**src/rtl/decode_ctrl_hazard_pkg.sv**
```systemverilog
// rtl/decode_ctrl_hazard_pkg.sv - opcode/funct constants, ALU and branch op encodings
package decode_ctrl_hazard_pkg;

    localparam logic [5:0] OP_RTYPE  = 6'h00;
    localparam logic [5:0] OP_REGIMM = 6'h01;
    localparam logic [5:0] OP_J      = 6'h02;
    localparam logic [5:0] OP_JAL    = 6'h03;
    localparam logic [5:0] OP_BEQ    = 6'h04;
    localparam logic [5:0] OP_BNE    = 6'h05;
    localparam logic [5:0] OP_BLEZ   = 6'h06;
    localparam logic [5:0] OP_BGTZ   = 6'h07;
    localparam logic [5:0] OP_ADDI   = 6'h08;
    localparam logic [5:0] OP_ADDIU  = 6'h09;
    localparam logic [5:0] OP_SLTI   = 6'h0a;
    localparam logic [5:0] OP_SLTIU  = 6'h0b;
    localparam logic [5:0] OP_ANDI   = 6'h0c;
    localparam logic [5:0] OP_ORI    = 6'h0d;
    localparam logic [5:0] OP_XORI   = 6'h0e;
    localparam logic [5:0] OP_LUI    = 6'h0f;
    localparam logic [5:0] OP_LB     = 6'h20;
    localparam logic [5:0] OP_LW     = 6'h23;
    localparam logic [5:0] OP_SB     = 6'h28;
    localparam logic [5:0] OP_SW     = 6'h2b;

    localparam logic [5:0] FN_SLL  = 6'h00;
    localparam logic [5:0] FN_SRL  = 6'h02;
    localparam logic [5:0] FN_SRA  = 6'h03;
    localparam logic [5:0] FN_SLLV = 6'h04;
    localparam logic [5:0] FN_SRLV = 6'h06;
    localparam logic [5:0] FN_SRAV = 6'h07;
    localparam logic [5:0] FN_JR   = 6'h08;
    localparam logic [5:0] FN_JALR = 6'h09;
    localparam logic [5:0] FN_ADD  = 6'h20;
    localparam logic [5:0] FN_ADDU = 6'h21;
    localparam logic [5:0] FN_SUB  = 6'h22;
    localparam logic [5:0] FN_SUBU = 6'h23;
    localparam logic [5:0] FN_AND  = 6'h24;
    localparam logic [5:0] FN_OR   = 6'h25;
    localparam logic [5:0] FN_XOR  = 6'h26;
    localparam logic [5:0] FN_NOR  = 6'h27;
    localparam logic [5:0] FN_SLT  = 6'h2a;
    localparam logic [5:0] FN_SLTU = 6'h2b;

    typedef enum logic [4:0] {
        ALU_ADD  = 5'd0,  ALU_SUB = 5'd1,  ALU_AND = 5'd2,  ALU_OR   = 5'd3,
        ALU_XOR  = 5'd4,  ALU_NOR = 5'd5,  ALU_SLT = 5'd6,  ALU_SLTU = 5'd7,
        ALU_SLL  = 5'd8,  ALU_SRL = 5'd9,  ALU_SRA = 5'd10, ALU_LUI  = 5'd11,
        ALU_LINK = 5'd12
    } alu_op_e;

    typedef enum logic [3:0] {
        BR_NONE = 4'd0, BR_BEQ = 4'd1, BR_BNE = 4'd2, BR_BLEZ = 4'd3,
        BR_BGTZ = 4'd4, BR_BLTZ = 4'd5, BR_BGEZ = 4'd6, BR_J = 4'd7,
        BR_JAL  = 4'd8, BR_JR = 4'd9, BR_JALR = 4'd10
    } br_op_e;

    typedef struct packed {
        logic       valid;
        logic [4:0] wra;
    } hist_slot_t;

    function automatic logic [31:0] sext16(input logic [15:0] v);
        return {{16{v[15]}}, v};
    endfunction

    function automatic logic [31:0] zext16(input logic [15:0] v);
        return {16'b0, v};
    endfunction

endpackage

```
**src/rtl/decode_ctrl_hazard_hazard_fwd_unit.sv**
```systemverilog
// rtl/decode_ctrl_hazard_hazard_fwd_unit.sv - issued-destination history, E/M/W forwarding and load-use stall
module hazard_fwd_unit
    import decode_ctrl_hazard_pkg::*;
(
    input  logic        clk,
    input  logic        rstn,
    input  logic [4:0]  i_rs,
    input  logic [4:0]  i_rt,
    input  logic        i_use_rs,
    input  logic        i_use_rt,
    input  logic        i_we,
    input  logic [4:0]  i_wra,
    input  logic        i_load,
    input  logic        i_flush,
    input  logic [31:0] i_rd1,
    input  logic [31:0] i_rd2,
    input  logic [31:0] i_alu_out_e,
    input  logic [31:0] i_mem_m,
    input  logic [31:0] i_rst_w,
    output logic        o_pause,
    output logic [31:0] o_rd1,
    output logic [31:0] o_rd2
);

    hist_slot_t slot_e_q, slot_e_d, slot_m_q, slot_m_d, slot_w_q, slot_w_d;
    logic       load_e_q, load_e_d;

    // A matching load in E falls through to older slots; the stall hides that value.
    function automatic logic [31:0] fwd(input logic [4:0] src, input logic [31:0] rf,
                                        input hist_slot_t e, input logic e_load,
                                        input hist_slot_t m, input hist_slot_t w,
                                        input logic [31:0] ve, input logic [31:0] vm,
                                        input logic [31:0] vw);
        if (src == 5'd0)                        return rf;
        if (e.valid && e.wra == src && !e_load) return ve;
        if (m.valid && m.wra == src)            return vm;
        if (w.valid && w.wra == src)            return vw;
        return rf;
    endfunction

    always_comb begin
        o_pause = slot_e_q.valid && load_e_q && (slot_e_q.wra != 5'd0) &&
                  ((i_use_rs && slot_e_q.wra == i_rs) || (i_use_rt && slot_e_q.wra == i_rt));
        o_rd1 = fwd(i_rs, i_rd1, slot_e_q, load_e_q, slot_m_q, slot_w_q,
                    i_alu_out_e, i_mem_m, i_rst_w);
        o_rd2 = fwd(i_rt, i_rd2, slot_e_q, load_e_q, slot_m_q, slot_w_q,
                    i_alu_out_e, i_mem_m, i_rst_w);
    end

    always_comb begin
        slot_w_d       = slot_m_q;
        slot_m_d       = slot_e_q;
        slot_e_d.valid = i_we && !o_pause && !i_flush;
        slot_e_d.wra   = i_wra;
        load_e_d       = i_load;
    end

    always_ff @(posedge clk or negedge rstn) begin
        if (!rstn) begin
            slot_e_q <= '0;
            slot_m_q <= '0;
            slot_w_q <= '0;
            load_e_q <= 1'b0;
        end else begin
            slot_e_q <= slot_e_d;
            slot_m_q <= slot_m_d;
            slot_w_q <= slot_w_d;
            load_e_q <= load_e_d;
        end
    end

endmodule

```
**src/rtl/decode_ctrl_hazard.sv**
```systemverilog
// rtl/decode_ctrl_hazard.sv - decode-stage control: instruction decode, immediate extension, hazard/forwarding
module decode_ctrl_hazard
    import decode_ctrl_hazard_pkg::*;
(
    input  logic        clk,
    input  logic        rstn,
    input  logic [31:0] i_inst,
    input  logic        i_flush,
    input  logic [31:0] i_rd1,
    input  logic [31:0] i_rd2,
    input  logic [31:0] i_aluOutE,
    input  logic [31:0] i_dMemRDataM,
    input  logic [31:0] i_rstW,
    output logic        o_regWe,
    output logic        o_dMemWe,
    output logic        o_sWRD,
    output logic        o_sA0,
    output logic        o_sA,
    output logic        o_sB,
    output logic        o_sByte,
    output logic [4:0]  o_aluOP,
    output logic [3:0]  o_brOP,
    output logic [4:0]  o_WRA,
    output logic [31:0] o_num,
    output logic        o_pause,
    output logic [31:0] o_rd1,
    output logic [31:0] o_rd2
);

    logic [5:0] op, funct;
    logic [4:0] rs, rt, rd, f_sa;
    logic [15:0] imm;
    logic       dec_we, dec_dmem_we, dec_load, use_rs, use_rt;
    alu_op_e    dec_alu;
    br_op_e     dec_br;

    assign op    = i_inst[31:26];
    assign rs    = i_inst[25:21];
    assign rt    = i_inst[20:16];
    assign rd    = i_inst[15:11];
    assign f_sa  = i_inst[10:6];
    assign funct = i_inst[5:0];
    assign imm   = i_inst[15:0];

    always_comb begin
        dec_we = 1'b0; dec_dmem_we = 1'b0; dec_load = 1'b0;
        o_sWRD = 1'b0; o_sA0 = 1'b0; o_sA = 1'b0; o_sB = 1'b0; o_sByte = 1'b0;
        dec_alu = ALU_ADD; dec_br = BR_NONE; o_WRA = 5'd0; o_num = 32'd0;
        use_rs = (op != OP_J) && (op != OP_JAL);
        use_rt = 1'b0;
        case (op)
            OP_RTYPE: begin
                use_rt = 1'b1;
                dec_we = 1'b1;
                o_WRA  = rd;
                case (funct)
                    FN_ADD, FN_ADDU: dec_alu = ALU_ADD;
                    FN_SUB, FN_SUBU: dec_alu = ALU_SUB;
                    FN_AND:  dec_alu = ALU_AND;
                    FN_OR:   dec_alu = ALU_OR;
                    FN_XOR:  dec_alu = ALU_XOR;
                    FN_NOR:  dec_alu = ALU_NOR;
                    FN_SLT:  dec_alu = ALU_SLT;
                    FN_SLTU: dec_alu = ALU_SLTU;
                    FN_SLL:  begin dec_alu = ALU_SLL; o_sA = 1'b1; o_num = {27'b0, f_sa}; end
                    FN_SRL:  begin dec_alu = ALU_SRL; o_sA = 1'b1; o_num = {27'b0, f_sa}; end
                    FN_SRA:  begin dec_alu = ALU_SRA; o_sA = 1'b1; o_num = {27'b0, f_sa}; end
                    FN_SLLV: dec_alu = ALU_SLL;
                    FN_SRLV: dec_alu = ALU_SRL;
                    FN_SRAV: dec_alu = ALU_SRA;
                    FN_JR:   begin dec_br = BR_JR; dec_we = 1'b0; end
                    FN_JALR: begin dec_br = BR_JALR; o_sA0 = 1'b1; dec_alu = ALU_LINK; end
                    default: begin dec_we = 1'b0; o_WRA = 5'd0; end
                endcase
            end
            OP_REGIMM: begin
                if (rt == 5'd0)      begin dec_br = BR_BLTZ; o_num = sext16(imm); end
                else if (rt == 5'd1) begin dec_br = BR_BGEZ; o_num = sext16(imm); end
            end
            OP_J:    dec_br = BR_J;
            OP_JAL:  begin dec_br = BR_JAL; o_sA0 = 1'b1; dec_alu = ALU_LINK; o_WRA = 5'd31; dec_we = 1'b1; end
            OP_BEQ:  begin dec_br = BR_BEQ;  o_num = sext16(imm); use_rt = 1'b1; end
            OP_BNE:  begin dec_br = BR_BNE;  o_num = sext16(imm); use_rt = 1'b1; end
            OP_BLEZ: begin dec_br = BR_BLEZ; o_num = sext16(imm); end
            OP_BGTZ: begin dec_br = BR_BGTZ; o_num = sext16(imm); end
            OP_ADDI, OP_ADDIU, OP_SLTI, OP_SLTIU, OP_ANDI, OP_ORI, OP_XORI, OP_LUI: begin
                dec_we = 1'b1; o_WRA = rt; o_sB = 1'b1;
                o_num  = (op inside {OP_ANDI, OP_ORI, OP_XORI, OP_LUI}) ? zext16(imm) : sext16(imm);
                case (op)
                    OP_SLTI:  dec_alu = ALU_SLT;
                    OP_SLTIU: dec_alu = ALU_SLTU;
                    OP_ANDI:  dec_alu = ALU_AND;
                    OP_ORI:   dec_alu = ALU_OR;
                    OP_XORI:  dec_alu = ALU_XOR;
                    OP_LUI:   dec_alu = ALU_LUI;
                    default:  dec_alu = ALU_ADD;
                endcase
            end
            OP_LB, OP_LW: begin
                dec_we = 1'b1; o_WRA = rt; o_sB = 1'b1; o_sWRD = 1'b1; dec_load = 1'b1;
                o_num = sext16(imm); o_sByte = (op == OP_LB);
            end
            OP_SB, OP_SW: begin
                dec_dmem_we = 1'b1; o_sB = 1'b1; use_rt = 1'b1;
                o_num = sext16(imm); o_sByte = (op == OP_SB);
            end
            default: use_rs = 1'b1;
        endcase
    end

    // A stalled instruction must not commit anything when E captures it as a bubble.
    assign o_regWe  = dec_we && (o_WRA != 5'd0) && !o_pause;
    assign o_dMemWe = dec_dmem_we && !o_pause;
    assign o_brOP   = o_pause ? BR_NONE : dec_br;
    assign o_aluOP  = dec_alu;

    hazard_fwd_unit u_hazard (
        .clk         (clk),
        .rstn        (rstn),
        .i_rs        (rs),
        .i_rt        (rt),
        .i_use_rs    (use_rs),
        .i_use_rt    (use_rt),
        .i_we        (dec_we && (o_WRA != 5'd0)),
        .i_wra       (o_WRA),
        .i_load      (dec_load),
        .i_flush     (i_flush),
        .i_rd1       (i_rd1),
        .i_rd2       (i_rd2),
        .i_alu_out_e (i_aluOutE),
        .i_mem_m     (i_dMemRDataM),
        .i_rst_w     (i_rstW),
        .o_pause     (o_pause),
        .o_rd1       (o_rd1),
        .o_rd2       (o_rd2)
    );

endmodule

```
**config.mk**
```make
export PLATFORM = sky130hd
export DESIGN_NAME = decode_ctrl_hazard
export DESIGN_NICKNAME = d
export VERILOG_FILES = /design/src/rtl/decode_ctrl_hazard_pkg.sv /design/src/rtl/decode_ctrl_hazard_hazard_fwd_unit.sv /design/src/rtl/decode_ctrl_hazard.sv
export SDC_FILE = /design/constraint.sdc
export NUM_CORES = 1
export LEC_CHECK = 0
export ABC_AREA = 1
export CORE_UTILIZATION = 35
export DETAILED_ROUTE_END_ITERATION = 7
export GPL_ROUTABILITY_DRIVEN = 0
export GPL_TIMING_DRIVEN = 0
export PLACE_DENSITY = 0.7
export SLEW_MARGIN = 25
export SYNTH_ARGS = -nofsm -noshare
export SYNTH_HDL_FRONTEND = slang
export SYNTH_SLANG_ARGS = --single-unit
```
**constraint.sdc**
```tcl
create_clock -name clk -period 3.85 [get_ports clk]
set_clock_uncertainty 0.1 [all_clocks]
set_input_delay 0.77 -clock clk [delete_from_list [all_inputs] [get_ports clk]]
set_output_delay 0.77 -clock clk [all_outputs]
set_load 0.02 [all_outputs]
```
==> results.md <==
- Result of the run: finished, final reports clean
- Floorplan die area: 16,300 um2
- Final HPWL from detailed placement: 22,000 um
- Clock tree from TritonCTS: done
- Area growth, synth to finish: 64.5%
- Post-CTS clock slew at the launch and capture registers of the worst setup and hold paths: 0.06 ns
- Number of register bits inferred by synthesis: 19
- Violation count after the first detailed-routing iteration: 748
- Post-placement worst setup slack: -0.949 ns
- Top cell type's share of synthesized area: 21.4%
- Final critical delay including setup and external delays: 3.75 ns
- Floorplan die height: 128 um
- Die outline width: 128 um
- Via count: 8,609
- Placed cell count: 1,632
- Kind of critical path: in -> out
- EDFF count, synth: 0
- HP Class: reg -> reg
- Headroom to the max-slew limit: 43.9%
- Antenna Nets Post-Route: 0
- Main flop type after synthesis: sky130_fd_sc_hd__dfrtp_1
- Vias in the first global route: 7,957
- Post-synthesis cell type with the largest combined area: sky130_fd_sc_hd__nand2_1
- Synthesized instance count: 1,112
- Arrival time of the worst setup path: 2.88 ns
- Maximum number of pins on one net before global-route repair: 20
- DRC viols: 0
- Skew-Pair Late Insertion Delay: 0.25 ns
- Critical-path cell with the highest stage delay: sky130_fd_sc_hd__clkdlybuf4s50_1
- Yosys warns: 0
- Cells along the critical path: clkdlybuf4s50_1 > inv_2 > nand2_1 > a21oi_1 > nand3_1 > buf_4 > buf_2 > nand3_1 > nand3_1 > a21oi_1 > clkdlybuf4s15_2
- Fin. max-slew vios: 0
- Vias per Instance: 5.21
- Number of stages on the worst hold path: 0
- Global-route wire length before repair: 42,500 um
- Largest incremental delay on the critical path: 0.49 ns
- 1st-pass router iterations: 7
- Library cells used by synthesis: 38
- Most prevalent standard cell on the critical path: sky130_fd_sc_hd__nand3_1
- Buf/Inv on CP: 5
- Cell count along the critical path: 11
- Number of buffers added to fix hold violations after cts: 0
- Reported max-cap violation count: 0
- Non-Filler Cell Area, Final: 9100 um2
- Initial antenna violation count: 3
- Overall track demand over capacity in global routing: 33.0%
- Post-synthesis average cell area: 4.97 um2
- Share of final-layout standard cells stronger than drive strength 1: 16.8%
- Synth Cell Area: 5530 um2
- Count of cells along the worst register-to-register path: 9
- Standby leakage power: 4.94 nW
- Element type at the critical path start: input port
- Final WL: 28,200 um
- Unrepaired setup endpoints after global routing: false
- Largest fanout of any net on the critical path: 10
- Fmax: 0.267 GHz
- Average detailed-routed wire length per instance: 17.1 um
- Worst setup slack after layout: 0.102 ns
- Clock Sinks: 19
- Final Instance Count excl. Fillers: 1,652
- H-Tree Depth: 1
- Clock root buffer master: sky130_fd_sc_hd__clkbuf_16
- Delay-heaviest family, CP: buffers and inverters
- Pin slew with the least headroom to its limit: 0.839 ns
- Num CTS Buffers: 3
- Final period util: 97.3%
- Endpoint required time on the critical path: 2.98 ns
- # setup viols final: 0
- IO Port Bufs: 309
- Final hold violations: 0
- Ports placed on the boundary: 313
- Area inside the core boundary: 15,300 um2
- Reg-to-reg setup timing slack: 2.28 ns
- Register area share after synthesis: 8.60%
- Syn_nets: 1,307
- Net count, final: 1,635
- FFs w/ async S/R, synth: 100%
- Critical path endpoint category: output port
- Initial Utilization: 36.1%
- Total placed instance area: 8890 um2
- Total overflow reported by the global router: 0
- Synth area leaders: sky130_fd_sc_hd__nand2_1 (21%), sky130_fd_sc_hd__inv_1 (16%), sky130_fd_sc_hd__nand3_1 (9.5%), sky130_fd_sc_hd__dfrtp_1 (8.6%), sky130_fd_sc_hd__nand4_1 (7.7%)
- Number of buffers on the longest clock path: 2
- Maximum vdd ir drop: 0.239 mV
- PwrDens: 131 nW/um2
- Count of standard-cell rows: 45
==> report_power, final <==
| part | internal (W) | total, W | switching (W) | leakage, nW |
|---|---|---|---|---|
| sequential | 0.000208 | 0.000217 | 0.00000876 | 0.259 |
| combinational | 0.000343 | 0.000757 | 0.000414 | 4.64 |
| clock | 0.000139 | 0.000214 | 0.0000744 | 0.0409 |
==> cells in the mapped netlist, types with 2 or more instances <==
| cell | number |
|---|---|
| sky130_fd_sc_hd__a21oi_1 | 21 |
| sky130_fd_sc_hd__nor2_2 | 2 |
| sky130_fd_sc_hd__dfrtp_1 | 19 |
| sky130_fd_sc_hd__nand2_1 | 315 |
| sky130_fd_sc_hd__o311ai_0 | 2 |
| sky130_fd_sc_hd__o21ai_0 | 71 |
| sky130_fd_sc_hd__buf_1 | 4 |
| sky130_fd_sc_hd__o22ai_1 | 7 |
| sky130_fd_sc_hd__nor2_1 | 69 |
| sky130_fd_sc_hd__a21oi_2 | 3 |
| sky130_fd_sc_hd__a311oi_1 | 2 |
| sky130_fd_sc_hd__clkbuf_1 | 32 |
| sky130_fd_sc_hd__inv_1 | 230 |
| sky130_fd_sc_hd__nor3_1 | 7 |
| sky130_fd_sc_hd__xnor2_1 | 4 |
| sky130_fd_sc_hd__buf_2 | 29 |
| sky130_fd_sc_hd__o21ai_1 | 7 |
| sky130_fd_sc_hd__nor3_2 | 3 |
| sky130_fd_sc_hd__buf_4 | 22 |
| sky130_fd_sc_hd__o21a_1 | 2 |
| sky130_fd_sc_hd__nand4_1 | 68 |
| sky130_fd_sc_hd__inv_2 | 15 |
| sky130_fd_sc_hd__xor2_1 | 2 |
| sky130_fd_sc_hd__nand3_2 | 4 |
| sky130_fd_sc_hd__nand3_1 | 105 |
| sky130_fd_sc_hd__o211ai_1 | 55 |
==> state kept, by name, summed over array words and instances, names as in the netlist <==
name               count
u_hazard.load_e_q      1
u_hazard.slot_e_q      6
u_hazard.slot_m_q      6
u_hazard.slot_w_q      6
==> per-stage QoR <==
stage	hold slack (ns)	utilization, %	TNS [ns]	power (W)
after floorplan	0.262	-	0	0.000553
after global placement	0.283	58.1	-49.58	0.000979
after detailed placement	0.287	58.1	-52.14	0.000979
after CTS	0.300	59.8	0	0.00118
after global routing	0.317	59.4	0	0.00126
final	0.293	59.4	0	0.00119
==> kinds of logic after synthesis <==
group / Yosys count / synth area share (%)
AOI/OAI and AO/OA: 173 / 19.0
xor gates and xnor gates: 6 / 0.950
buffers and inverters: 333 / 24.8
DFF: 19 / 8.60
other: 1 / 0.0678
and+or+nand+nor: 580 / 46.6
==> area by class of cell <==
| class | instances | area, um2 |
|---|---|---|
| Fill cell | 1610 | 6220 |
| Clock buffer | 3 | 75.1 |
| Sequential cell | 19 | 475 |
| Clock inverter | 1 | 5.00 |
| Antenna cell | 2 | 5.00 |
| Multi-Input combinational cell | 760 | 3850 |
| Tap cell | 211 | 264 |
| Inverter | 246 | 925 |
| Buffer | 85 | 510 |
| Timing Repair Buffer | 325 | 2990 |
==> metal layers <==
metal  GRT usage (%)  vias to the layer above  share of wire, %
li1                -                     4203                 -
met1            41.3                     3866                40
met2            59.0                      475                47
met3            3.76                       65               9.0
met4            10.2                        0               3.6
met5               0                        -                 0
==> placed cells by master (no fill, tap or decap), types with 25 or more instances in the layout <==
cell type	netlist	layout
sky130_fd_sc_hd__inv_1	230	222
sky130_fd_sc_hd__buf_2	29	28
sky130_fd_sc_hd__dlygate4sd2_1	0	25
sky130_fd_sc_hd__nand4_1	68	68
sky130_fd_sc_hd__clkdlybuf4s50_1	0	190
sky130_fd_sc_hd__nor2_1	69	61
sky130_fd_sc_hd__buf_4	22	46
sky130_fd_sc_hd__clkbuf_2	0	78
sky130_fd_sc_hd__o21ai_0	71	69
sky130_fd_sc_hd__nand2_1	315	310
sky130_fd_sc_hd__nand3_1	105	103
sky130_fd_sc_hd__o211ai_1	55	55
==> path summary, 6_finish.rpt <==
kind / start / to
max: i_inst[24] / o_rd1[15]
min in group asynchronous: rstn / u_hazard.slot_e_q[4]$_DFF_PN0_
max reg2reg: u_hazard.slot_e_q[0]$_DFF_PN0_ / u_hazard.slot_e_q[5]$_DFF_PN0_
max in group asynchronous: rstn / u_hazard.slot_w_q[0]$_DFF_PN0_
min reg2reg: u_hazard.slot_m_q[5]$_DFF_PN0_ / u_hazard.slot_w_q[5]$_DFF_PN0_
min: u_hazard.slot_m_q[5]$_DFF_PN0_ / u_hazard.slot_w_q[5]$_DFF_PN0_
==> repair_timing <==
item,CTS,global route
pin swaps,6,7
endpoints found under the hold margin,0,0
gates cloned,0,1
setup endpoints to repair,108,93
resized for setup,215,169
buffers inserted,11,4
Power figures use the tool's default switching activity.
